==> src/rtl/serial_multi_param.sv <==
// Bit-serial shift-add multiplier: W operand beats in (LSB first), W accumulate
// cycles, then the 2W-bit product streamed out LSB first with valid/last markers.
module serial_multi_param #(
  parameter int W      = 8,
  parameter bit SIGNED = 1'b0
) (
  input  logic       clk,
  input  logic       rst_n,
  input  logic       valid,
  input  logic       a,
  input  logic       b,
  output logic       ready,
  output logic       o,
  output logic       o_valid,
  output logic       o_last,
  output logic [1:0] dbg_state
);

  localparam int CW = $clog2(2 * W + 1);
  localparam int IW = $clog2(W);
  localparam logic [CW-1:0] LAST_CALC = CW'(W - 1);
  localparam logic [CW-1:0] OUT_LAST  = CW'(2 * W - 1);
  localparam logic [CW-1:0] OUT_END   = CW'(2 * W);

  typedef enum logic [1:0] {
    LOAD = 2'd0,
    CALC = 2'd1,
    OUT  = 2'd2
  } state_t;

  // Handshake: an operand beat transfers on a rising edge where valid=1 and
  // ready=1; ready is high only in LOAD and beats offered otherwise are dropped.

  state_t              state, state_nxt;
  logic [CW-1:0]       cnt;
  logic [W-1:0]        mcand, mplier;
  logic [2*W-1:0]      acc, acc_nxt, mcand_ext, pp;

  assign ready     = (state == LOAD);
  assign dbg_state = state;

  always_comb begin
    mcand_ext = SIGNED ? {{W{mcand[W-1]}}, mcand} : {{W{1'b0}}, mcand};
    pp        = mplier[cnt[IW-1:0]] ? (mcand_ext << cnt) : '0;
    // The multiplier sign bit carries weight -2^(W-1), so its row is subtracted.
    if (SIGNED && cnt == LAST_CALC) acc_nxt = acc - pp;
    else                            acc_nxt = acc + pp;
  end

  always_comb begin
    state_nxt = state;
    case (state)
      LOAD:    if (valid && cnt == LAST_CALC) state_nxt = CALC;
      CALC:    if (cnt == LAST_CALC)          state_nxt = OUT;
      OUT:     if (cnt == OUT_END)            state_nxt = LOAD;
      default: state_nxt = LOAD;
    endcase
  end

  always_ff @(posedge clk or negedge rst_n) begin
    if (!rst_n) state <= LOAD;
    else        state <= state_nxt;
  end

  always_ff @(posedge clk or negedge rst_n) begin
    if (!rst_n) begin
      cnt     <= '0;
      mcand   <= '0;
      mplier  <= '0;
      acc     <= '0;
      o       <= 1'b0;
      o_valid <= 1'b0;
      o_last  <= 1'b0;
    end else begin
      case (state)
        LOAD: begin
          if (valid) begin
            // Shift in from the top so the first (LSB) beat lands at bit 0.
            mcand  <= {a, mcand[W-1:1]};
            mplier <= {b, mplier[W-1:1]};
            cnt    <= (cnt == LAST_CALC) ? '0 : cnt + CW'(1);
          end
        end
        CALC: begin
          acc <= acc_nxt;
          if (cnt == LAST_CALC) begin
            // Bit 0 leaves with the final partial product, so OUT starts at bit 1.
            cnt     <= CW'(1);
            o       <= acc_nxt[0];
            o_valid <= 1'b1;
            o_last  <= 1'b0;
          end else begin
            cnt <= cnt + CW'(1);
          end
        end
        OUT: begin
          if (cnt == OUT_END) begin
            cnt     <= '0;
            mcand   <= '0;
            mplier  <= '0;
            acc     <= '0;
            o       <= 1'b0;
            o_valid <= 1'b0;
            o_last  <= 1'b0;
          end else begin
            o      <= acc[cnt];
            o_last <= (cnt == OUT_LAST);
            cnt    <= cnt + CW'(1);
          end
        end
        default: begin
          cnt     <= '0;
          o       <= 1'b0;
          o_valid <= 1'b0;
          o_last  <= 1'b0;
        end
      endcase
    end
  end

endmodule

==> config.mk <==
export PLATFORM = sky130hd
export DESIGN_NAME = serial_multi_param
export DESIGN_NICKNAME = d
export VERILOG_FILES = /design/src/rtl/serial_multi_param.sv
export SDC_FILE = /design/constraint.sdc
export NUM_CORES = 1
export LEC_CHECK = 0
export ABC_AREA = 1
export ABC_CLOCK_PERIOD_IN_PS = 3200
export BUFFER_PORTS_ARGS = -buffer_cell sky130_fd_sc_hd__buf_2
export CORE_MARGIN = 2
export CORE_UTILIZATION = 45
export DETAILED_ROUTE_END_ITERATION = 16
export PLACE_DENSITY = 0.69
export SETUP_SLACK_MARGIN = 0.1
export SLEW_MARGIN = 25
export SYNTH_ARGS = -nofsm -noshare
export SYNTH_HDL_FRONTEND = slang
export SYNTH_SLANG_ARGS = --single-unit
==> constraint.sdc <==
create_clock -name clk -period 3.2 [get_ports clk]
set_input_delay 0.32 -clock clk [delete_from_list [all_inputs] [get_ports clk]]
set_output_delay 0.32 -clock clk [all_outputs]
set_load 0.02 [all_outputs]
==> results.md, run 1 <==
* Outcome: complete, but fails checks
* Failing checks: hold timing
* CP max stage delay at 0.42 ns
* Worst setup SP type: flip-flop
* Commonest register cell after synthesis: dfrtp_1
* Slew HR at 0.6327
* Post-route ant nets at 0
* CP most frequent cell: nand2_1
* CTS root buffer: clkbuf_8
* HPWL after DPL at 6.339 mm
* Layout cells sized above 1 at 0.1247
* CP Capture Type: flip-flop
* DRT Wirelength at 8.471 mm
* Critical path peak fanout at 8
* Iteration-0 DRC Markers at 141
* Mean Syn Cell Area at 6.921 um^2
* Vias in the first global route at 3021
* Pwr dens at 905.4 mW/mm^2
* R2R Path Start: cnt[0]
* Fmax at 353.5 MHz
* Post-synth EDFFs at 0
* Setup TNS at 0 ns
* FF+latch count, synth at 42
* Final critical-path share of the clock period at 0.8839
* Clock tree buffer depth at 2
* CTS tree: done
* DR WL/cell at 14.21 um
* Largest net degree at the start of global routing at 43
* Synth top area share at 0.3190
* RSZ-0062 raised after global routing: no
* Nets at 524
* First-pass GRT wire length at 14.11 mm
* Kind of cell adding the most delay to the critical path: simple AND/OR/NAND/NOR gates
* GR Overflow Total at 0
* Worst Tran Pin Value at 0.5510 ns
* Rows at 31
* Most frequent cells in the layout: nand2_1, inv_1, nand3_1, dfrtp_1, o21ai_0
* Crit-path cells: clkbuf_4, nand2_1, nand3_1, nand2_1, nand2_1, nand2_1, nor2_4, nand2_4, nor3_1, ha_1, nand2_1, inv_1, nand3_1, nand2_1, nand2_1, nand2_1, or2_2, nand3_1, o21ai_0
* Most common cell after layout, fill and taps aside: nand2_1
* Crit path DAT at 3.02 ns
* Crit path launch: cnt[0]
* Syn_nets at 504
* Die height at 89.56 um
* Yosys warnings at 0
* Via count at 3195
* Yosys top cell by area: dfrtp_1
* Starting density of the core at 0.4591
* Clk_skew at 0.01345 ns
* Max Cap Viol at 0
* GRT Overall Usage at 0.2290
* Placer congestion estimate at 1.028
* Worst hold slack at -0.01976 ns
* CTS H-tree depth at 2
* Peak supply drop at 0.3881 mV
* Worst skew pair latency at 0.32 ns
* WP data required at 3.40 ns
* N_diodes at 0
* Synth cell types at 40
* Final core area utilization at 0.5147
* Ports at 11
* Crit path kind: reg2reg
* Post-layout min period at 2.829 ns
* Via/cell ratio at 5.361
* Slowest cell on crit path: dfrtp_2
* Die span in x at 89.56 um
* Area Overhead vs Synth at 12.12%
* Synthesized area at 0.003294 mm^2
* Sequential area share after synthesis at 0.3190
* LEAKAGE at 1.807 nW
* Final hold violation count at 24
* Fill cells at 752
* Cells after Synth at 476
* Core box area at 0.007176 mm^2
* Remaining DRCs at 0
* Antenna violations before repair at 0
* Final number of setup-violating endpoints at 0
* Max Slew Vio Count at 0
* Reg clk slew, reported paths at 0.10 ns
* Drt first pass iters at 4
* Hold crit path type: in2async
* Die area at 0.008021 mm^2
* WP buf/inv at 2
* CTS buffer count at 5
* # clock sinks at 42
* Synth area leaders: dfrtp_1, nand2_1, nand3_1
* Ys async rst share at 1.000
* I/O Buffers at 10
-- worst paths after layout --
path | endpoint | slack [ns] | depth (start not counted)
max | acc[11] | 0.37 | 19
max reg2reg | acc[11] | 0.37 | 19
min reg2reg | o | 0.49 | 2
min | acc[13] | -0.02 | 1
min in group clk | mplier[7] | 0.24 | 3
max in group asynchronous | cnt[0] | 2.81 | 1
-- what timing repair did --
item	in CTS	in global routing
setup endpoints to repair	1	8
endpoints found under the hold margin	0	0
gates cloned	0	0
hold buffers	0	0
setup buffers	0	4
pin swaps	0	4
gates resized for setup	1	25
-- synth_stat cells (3+ instances only) --
master,number
a21boi_0,3
a21oi_1,21
buf_2,7
buf_6,4
dfrtp_1,42
ha_1,22
inv_1,60
inv_2,3
nand2_1,122
nand3_1,58
nor2_1,33
nor2_2,3
nor3_1,5
o211ai_1,4
o21a_1,3
o21ai_0,43
o21bai_1,4
o22ai_1,7
xnor2_1,4
xor2_1,3
-- registers in the layout, indices dropped and copies added (netlist names) --
| signal | count |
|---|---|
| o | 1 |
| mcand | 8 |
| acc | 16 |
| o_valid | 1 |
| dbg_state | 2 |
| o_last | 1 |
| cnt | 5 |
| mplier | 8 |
-- power breakdown --
part / internal (mW) / total [mW] / switching (mW)
clock network: 0.158 / 0.377 / 0.219
logic: 0.737 / 2.08 / 1.35
registers: 0.717 / 0.883 / 0.166
-- routing by layer --
metal / vias to the layer above / track usage / wire [um]
met1: 1494 / 0.3103 / 3904
met2: 72 / 0.3616 / 3943
li1: 1605 / - / -
met5: - / 0 / 0
met3: 24 / 0.03232 / 339
met4: 0 / 0.1031 / 284
-- stage by stage --
step / setup WS, ns / instances / power (mW) / instance area [um^2]
after detailed placement: 0.1371 / 584 / 2.791 / 3467
after CTS: 0.1817 / 592 / 3.181 / 3562
after global routing: 0.06941 / 596 / 3.668 / 3694
after global placement: 0.2063 / 584 / 2.767 / 3467
after floorplan: 0.5832 / 476 / 2.328 / 3294
final: 0.3714 / 596 / 3.344 / 3694
-- cell type report --
type / instances / area, um^2 / share of cell area
inverter: 65 / 244.0 / 0.06606
clock inverter: 3 / 25.02 / 0.006775
clock buffer: 5 / 68.82 / 0.01863
timing repair buffer: 27 / 183.9 / 0.04980
multi-input combinational: 355 / 1994 / 0.5400
tap: 99 / 123.9 / 0.03354
sequential: 42 / 1054 / 0.2852
-- cells by family after synthesis --
kind of cell             synth area share
adder cells (fa/ha/maj)           0.08963
buffers and inverters              0.1041
AND/OR/NAND/NOR                    0.2997
XOR/XNOR                          0.01861
flip-flops                         0.3190
AO/OA/AOI/OAI                      0.1690
Note: power is estimated with default switching activity, not from simulation.
==> run 2, diff against run 1 <==
ABC_AREA = unset   (was 1)
SLEW_MARGIN = 20   (was 25)
==> run 2 against run 1 <==
Effect of this change:
- largest power group unchanged
- clock skew fell by 0.0055 ns
- clock power barely moved
- critical endpoint is now acc[13]
- synthesized cell count fell by 20%
- wire length fell by 4.2%
- count of clock-buffer cells in the layout did not move
- the flow now finishes without violations
- non-clock buffer count rose by 18
==> results.md, run 2 <==
* Final instance area at 0.003804 mm^2 (+3.0%)
* Clock tree buffer depth at 2 (unchanged)
* Max reg flops at 16 (unchanged)
* CTS tree: done
* DRT Wirelength at 8.111 mm (-4.2%)
* Sequential area share after synthesis at 0.3255 (+0.006428)
* Crit path DAT at 3.31 ns (+0.29 ns)
* Layout cells sized above 1 at 0.2214 (+0.09666)
* Remaining DRCs at 0 (unchanged)
* Drt first pass iters at 4 (unchanged)
* Post-layout min period at 3.108 ns (+0.2796 ns)
* Top reg by flops: acc
* Most frequent cells in the layout: nand2_1, dfrtp_1, buf_4, o21ai_0, nor2_1
* Setup TNS at 0 ns (unchanged)
* I/O Buffers at 10 (unchanged)
* Ports at 11 (unchanged)
* Placer congestion estimate at 0.8634 (-16%)
* First-pass GRT wire length at 13.51 mm (-4.3%)
* Top-count cell post-synth: nand2_1
* Synth top cells by count: nand2_1, dfrtp_1, o21ai_0, nor2_1, ha_1
* Post-route ant nets at 0 (unchanged)
* Starting density of the core at 0.4701 (+0.01102)
* Outcome: finished, final reports clean
* Final number of setup-violating endpoints at 0 (unchanged)
* Post-synth EDFFs at 0 (unchanged)
* Largest net degree at the start of global routing at 43 (unchanged)
* LEAKAGE at 1.718 nW (-4.9%)
* Final hold violation count at 0 (-100%)
* HPWL after DPL at 5.571 mm (-12%)
* Yosys top cell by area: dfrtp_1
* Clk_skew at 0.007962 ns (-0.005489 ns)
* Synth cell types at 59 (+48%)
* Via/cell ratio at 5.655 (+5.5%)
* Vias in the first global route at 2753 (-8.9%)
* Crit path kind: reg2reg
* Synthesized area at 0.003229 mm^2 (-2.0%)
* DR WL/cell at 16.00 um (+13%)
* CTS root buffer: clkbuf_8
* Area Overhead vs Synth at 17.78%
* Peak supply drop at 0.2930 mV (-25%)
* Rows at 30 (-3.2%)
* GRT Overall Usage at 0.2202 (-0.008797)
* Mean Syn Cell Area at 8.521 um^2 (+23%)
* Final core area utilization at 0.5537 (+0.03900)
* Via count at 2867 (-10%)
* Final critical-path share of the clock period at 0.9713 (+0.08737)
* CTS buffer count at 5 (unchanged)
* FF+latch count, synth at 42 (unchanged)
* Reg clk slew, reported paths at 0.10 ns (about the same)
* Cells after Synth at 379 (-20%)
* # clock sinks at 42 (unchanged)
* Fmax at 321.7 MHz (-9.0%)
* Critical path peak fanout at 6 (-2)
* CP Capture Type: flip-flop
* N_diodes at 0 (unchanged)
* Max Cap Viol at 0 (unchanged)
* RSZ-0062 raised after global routing: yes
* Slew HR at 0.3564 (-0.2763)
* Post-DP Area at 0.003503 mm^2 (+1.0%)
* Iteration-0 DRC Markers at 195 (+38%)
* Antenna violations before repair at 0 (unchanged)
* Core box area at 0.006869 mm^2 (-4.3%)
* Pre-CTS WS at 0.002324 ns (-0.1348 ns)
* Synth top area share at 0.3255 (+0.006428)
* Fill cells at 633 (-16%)
* Tot Pwr at 3.145 mW (-6.0%)
* Reg area at 0.001054 mm^2 (unchanged)
* Commonest register cell after synthesis: dfrtp_1
* WP data required at 3.40 ns (about the same)
* Die height at 88.72 um (-0.94%)
* Syn_nets at 407 (-19%)
* Nets at 438 (-16%)
* Hold crit path type: in2async
* Yosys warnings at 0 (unchanged)
* Worst setup SP type: flip-flop
* Regs by FF count: acc x16, mcand x8, mplier x8
* Most common cell after layout, fill and taps aside: nand2_1
* GR Overflow Total at 0 (unchanged)
* Pwr dens at 826.7 mW/mm^2 (-8.7%)
* Max Slew Vio Count at 0 (unchanged)
* Worst Tran Pin Value at 0.9654 ns (+0.4144 ns)
* Synth area leaders: dfrtp_1, ha_1, nand2_1
* Ys async rst share at 1.000 (unchanged)
* Die area at 0.007870 mm^2 (-1.9%)
* CTS H-tree depth at 2 (unchanged)
* Worst skew pair latency at 0.31 ns (about the same)
* Final worst setup slack at 0.09186 ns (-0.2796 ns)
* Area of the multi-input gates at 0.002152 mm^2 (+7.9%)
* Die span in x at 88.72 um (-0.94%)
run 2: where the power goes:
group,total [mW],switching (mW),leakage (nW),internal (mW)
Sequential,0.887,0.186,0.559,0.701
Combinational,1.88,1.05,1.12,0.830
Clock,0.374,0.217,0.0408,0.156
Total,3.14,1.46,1.72,1.69
run 2: area by class of cell:
type	instances	share of cell area
inverter	11	0.01283
tap	96	0.03158
sequential	42	0.2770
clock inverter	3	0.006250
timing repair buffer	45	0.08849
multi-input combinational	305	0.5658
clock buffer	5	0.01809
run 2: cell families (layout without fill, tap and decap cells):
logic type | count (synthesis) | count (layout) | share of synthesized area
buffers and inverters | 32 | 64 | 0.04184
AND/OR/NAND/NOR | 149 | 149 | 0.2154
multiplexers | 19 | 19 | 0.09376
AO/OA/AOI/OAI | 104 | 104 | 0.2050
adder cells (fa/ha/maj) | 23 | 23 | 0.09144
XOR/XNOR | 10 | 10 | 0.02712
flip-flops | 42 | 42 | 0.3255
run 2: what timing repair did:
| action | 4_1_cts | 5_1_grt |
|---|---|---|
| hold buffers | 0 | 0 |
| resized for setup | 4 | 19 |
| setup buffers | 10 | 6 |
| pin swaps | 7 | 8 |
| gates cloned | 0 | 0 |
| setup endpoints to repair | 6 | 6 |
run 2: critical path, cell delays in order (launching register included):
cell and delay [ns]:
dfrtp_2 0.41, mux4_2 0.51, a22oi_2 0.21, nand2b_4 0.20
buf_6 0.11, nor2b_2 0.04, ha_1 0.33, a21oi_2 0.18
o21ai_2 0.10, o2111ai_2 0.24, a21oi_2 0.08, or3_1 0.31
a32o_1 0.25
run 2: per-layer routing:
layer / routed length (um) / vias up / track usage / part of all wire
met2: 3818 / 70 / 0.3528 / 0.47
met3: 334 / 10 / 0.02799 / 0.041
met1: 3822 / 1355 / 0.3096 / 0.47
met5: 0 / - / 0 / 0
met4: 135 / 0 / 0.07025 / 0.017
li1: - / 1432 / - / -
run 2: per-stage QoR:
step	instances	hold slack (ns)
6_report	507	0.1528
3_5_place_dp	483	0.4971
5_1_grt	507	0.2312
4_1_cts	501	0.1845
3_3_place_gp	483	0.4809
2_1_floorplan	379	0.02441
run 2: final timing paths:
kind	from	endpoint	slack, ns	depth (start not counted)
worst max-delay path	cnt[2]	acc[13]	0.09	12
worst min-delay path	rst_n	mplier[1]	0.15	1
worst max register to register	cnt[2]	acc[13]	0.09	12
worst min register to register	o_last	o_last	0.51	2
max in group asynchronous	rst_n	cnt[2]	2.39	1
min in group clk	b	mplier[7]	0.24	3
==> run 3, diff against run 2 <==
--- a/config.mk
+++ b/config.mk
@@ -14,3 +14,3 @@
 export SETUP_SLACK_MARGIN = 0.1
-export SLEW_MARGIN = 20
+export SLEW_MARGIN = 25
 export SYNTH_ARGS = -nofsm -noshare
==> constraint.sdc (replaced) <==
create_clock -name clk -period 3.2 [get_ports clk]
set_input_delay 0.8 -clock clk [delete_from_list [all_inputs] [get_ports clk]]
set_output_delay 0.8 -clock clk [all_outputs]
set_load 0.02 [all_outputs]
==> run 3 against run 2 <==
Effect of this change:
- wire length unchanged
- clock power is essentially flat
- first-iteration DRC count stayed put
- sequential power hardly changed
- sequential share of layout area about the same
- maximum frequency barely moved
- critical path depth did not move
- critical path type unchanged
- largest cell class unchanged
- highest routed layer unchanged
==> results.md, run 3 (same netlist as run 2, synthesis figures left out) <==
* CTS hold repair buffers at 0 (unchanged)
* Nets at 438 (unchanged)
* First-pass GRT wire length at 13.51 mm (unchanged)
* N_diodes at 0 (unchanged)
* GRT Overall Usage at 0.2202 (unchanged)
* Peak supply drop at 0.2930 mV (about the same)
* Regs by FF count: acc x16, mcand x8, mplier x8
* Setup TNS at 0 ns (unchanged)
* GR Util met3 at 0.02799 (unchanged)
* Rows at 30 (unchanged)
* Vias in the first global route at 2753 (unchanged)
* Core box area at 0.006869 mm^2 (unchanged)
* CP max stage delay at 0.51 ns (about the same)
* DRT Wirelength at 8.111 mm (unchanged)
* Top reg by flops: acc
* Kind of cell adding the most delay to the critical path: compound AO/OA/AOI/OAI gates
* Iteration-0 DRC Markers at 195 (unchanged)
* Final instance area at 0.003806 mm^2 (about the same)
* Met1 usage at 0.3096 (unchanged)
* Final critical-path share of the clock period at 0.9713 (about the same)
* Critical path peak fanout at 6 (unchanged)
* HPWL after DPL at 5.571 mm (unchanged)
* Via/cell ratio at 5.655 (unchanged)
* Die span in x at 88.72 um (unchanged)
* CP most frequent cell: a21oi_2
* Most frequent cells in the layout: nand2_1, dfrtp_1, buf_4, o21ai_0, nor2_1
* Met2 GRT Util at 0.3528 (unchanged)
* Worst skew pair latency at 0.31 ns (about the same)
* Final number of setup-violating endpoints at 0 (unchanged)
* CTS root buffer: clkbuf_8
* Busiest grt layer: met2
* Remaining DRCs at 0 (unchanged)
* Largest net degree at the start of global routing at 43 (unchanged)
* WP data required at 3.40 ns (about the same)
* GR Overflow Total at 0 (unchanged)
* Worst hold slack at 0.4644 ns (+0.3116 ns)
* Ports at 11 (unchanged)
* Post-route ant nets at 0 (unchanged)
* Max Cap Viol at 0 (unchanged)
* WP buf/inv at 1 (unchanged)
* Crit path DAT at 3.31 ns (about the same)
* CTS buffer count at 5 (unchanged)
* Crit path kind: reg2reg
* Layout cells sized above 1 at 0.2214 (unchanged)
* Crit-path cells: mux4_2, a22oi_2, nand2b_4, buf_6, nor2b_2, ha_1, a21oi_2, o21ai_2, o2111ai_2, a21oi_2, or3_1, a32o_1
* Post-layout min period at 3.108 ns (-0.000004500 ns)
* Reg clk slew, reported paths at 0.10 ns (about the same)
* CTS H-tree depth at 2 (unchanged)
* Slowest cell on crit path: mux4_2
* DR WL/cell at 16.00 um (unchanged)
* Outcome: finished, final reports clean
* Max Slew Vio Count at 0 (unchanged)
* Hold crit path type: in2async
* Post-DP Area at 0.003503 mm^2 (unchanged)
* Via count at 2867 (unchanged)
* Slew HR at 0.3847 (+0.02828)
* CTS tree: done
* Fmax at 321.7 MHz (about the same)
* Placer congestion estimate at 0.8634 (unchanged)
* Worst setup SP type: flip-flop
* I/O Buffers at 10 (unchanged)
* Area Overhead vs Synth at 17.86% (about the same)
* Clock tree buffer depth at 2 (unchanged)
* CP Capture Type: flip-flop
* Final hold violation count at 0 (unchanged)
* RSZ-0062 raised after global routing: yes
* LEAKAGE at 1.719 nW (about the same)
* Most common cell after layout, fill and taps aside: nand2_1
* Pwr dens at 826.3 mW/mm^2 (about the same)
* Drt first pass iters at 4 (unchanged)
* Antenna violations before repair at 0 (unchanged)
* Die height at 88.72 um (unchanged)
* Die area at 0.007870 mm^2 (unchanged)
* Clk_skew at 0.007959 ns (-0.000003030 ns)
* Worst Tran Pin Value at 0.9230 ns (-0.04241 ns)
* Starting density of the core at 0.4701 (unchanged)
* Max reg flops at 16 (unchanged)
* # clock sinks at 42 (unchanged)
## run 3: cell types whose count changed in the layout (fill, tap and decap cells not counted)
cell / before / now
buf_4: 31 / 32
buf_2: 10 / 9
## run 3: metrics by stage
| stage | utilization | cells | power (mW) | setup WS, ns |
|---|---|---|---|---|
| after global placement | 0.5100 | 483 | 2.526 | 0.1008 |
| after global routing | 0.5541 | 507 | 3.398 | -0.009136 |
| after detailed placement | 0.5100 | 483 | 2.574 | 0.002324 |
| final | 0.5541 | 507 | 3.145 | 0.09187 |
| after floorplan | - | 379 | 2.114 | 0.06924 |
| after CTS | 0.5368 | 501 | 3.052 | 0.06927 |
## run 3: repair_timing
item | in CTS | in global routing
pin swaps | 7 | 8
cloned | 0 | 0
hold endpoints to repair | 0 | 0
endpoints found under the setup margin | 6 | 6
gates resized for setup | 4 | 19
buffers inserted | 10 | 6
## run 3: area by class of cell
type	count	area (um^2)
multi-input combinational	305	2152
timing repair buffer	45	339.1
inverter	11	48.80
clock inverter	3	23.77
fill	633	3063
tap	96	120.1
sequential	42	1054
clock buffer	5	68.82
## run 3: worst register-to-register path, delay by kind of cell, from the launching register on
| kind | cells | cell delay, ns |
|---|---|---|
| AOI/OAI and AO/OA | 6 | 1.07 |
| and+or+nand+nor | 3 | 0.55 |
| muxes | 1 | 0.51 |
| DFF | 1 | 0.41 |
| adders and majority gates | 1 | 0.33 |
| buffers and inverters | 1 | 0.11 |
## run 3: path summary, 6_finish.rpt
path                       cells past startpoint         to    from  slack, ns
max in group asynchronous                      1     cnt[2]   rst_n       2.33
min                                            1  mplier[1]   rst_n       0.46
max                                           12    acc[13]  cnt[2]       0.09
min in group clk                               2     o_last  o_last       0.51
min reg2reg                                    2     o_last  o_last       0.51
max reg2reg                                   12    acc[13]  cnt[2]       0.09
## run 3: report_power, final
| part | internal, mW | switching [mW] |
|---|---|---|
| clock | 0.156 | 0.217 |
| combinational | 0.830 | 1.05 |
| sequential | 0.701 | 0.186 |
| total | 1.69 | 1.46 |
## run 3: routing by layer
layer,part of all wire,vias up
met5,0,-
met4,0.017,0
met3,0.041,10
met2,0.47,70
met1,0.47,1355
li1,-,1432
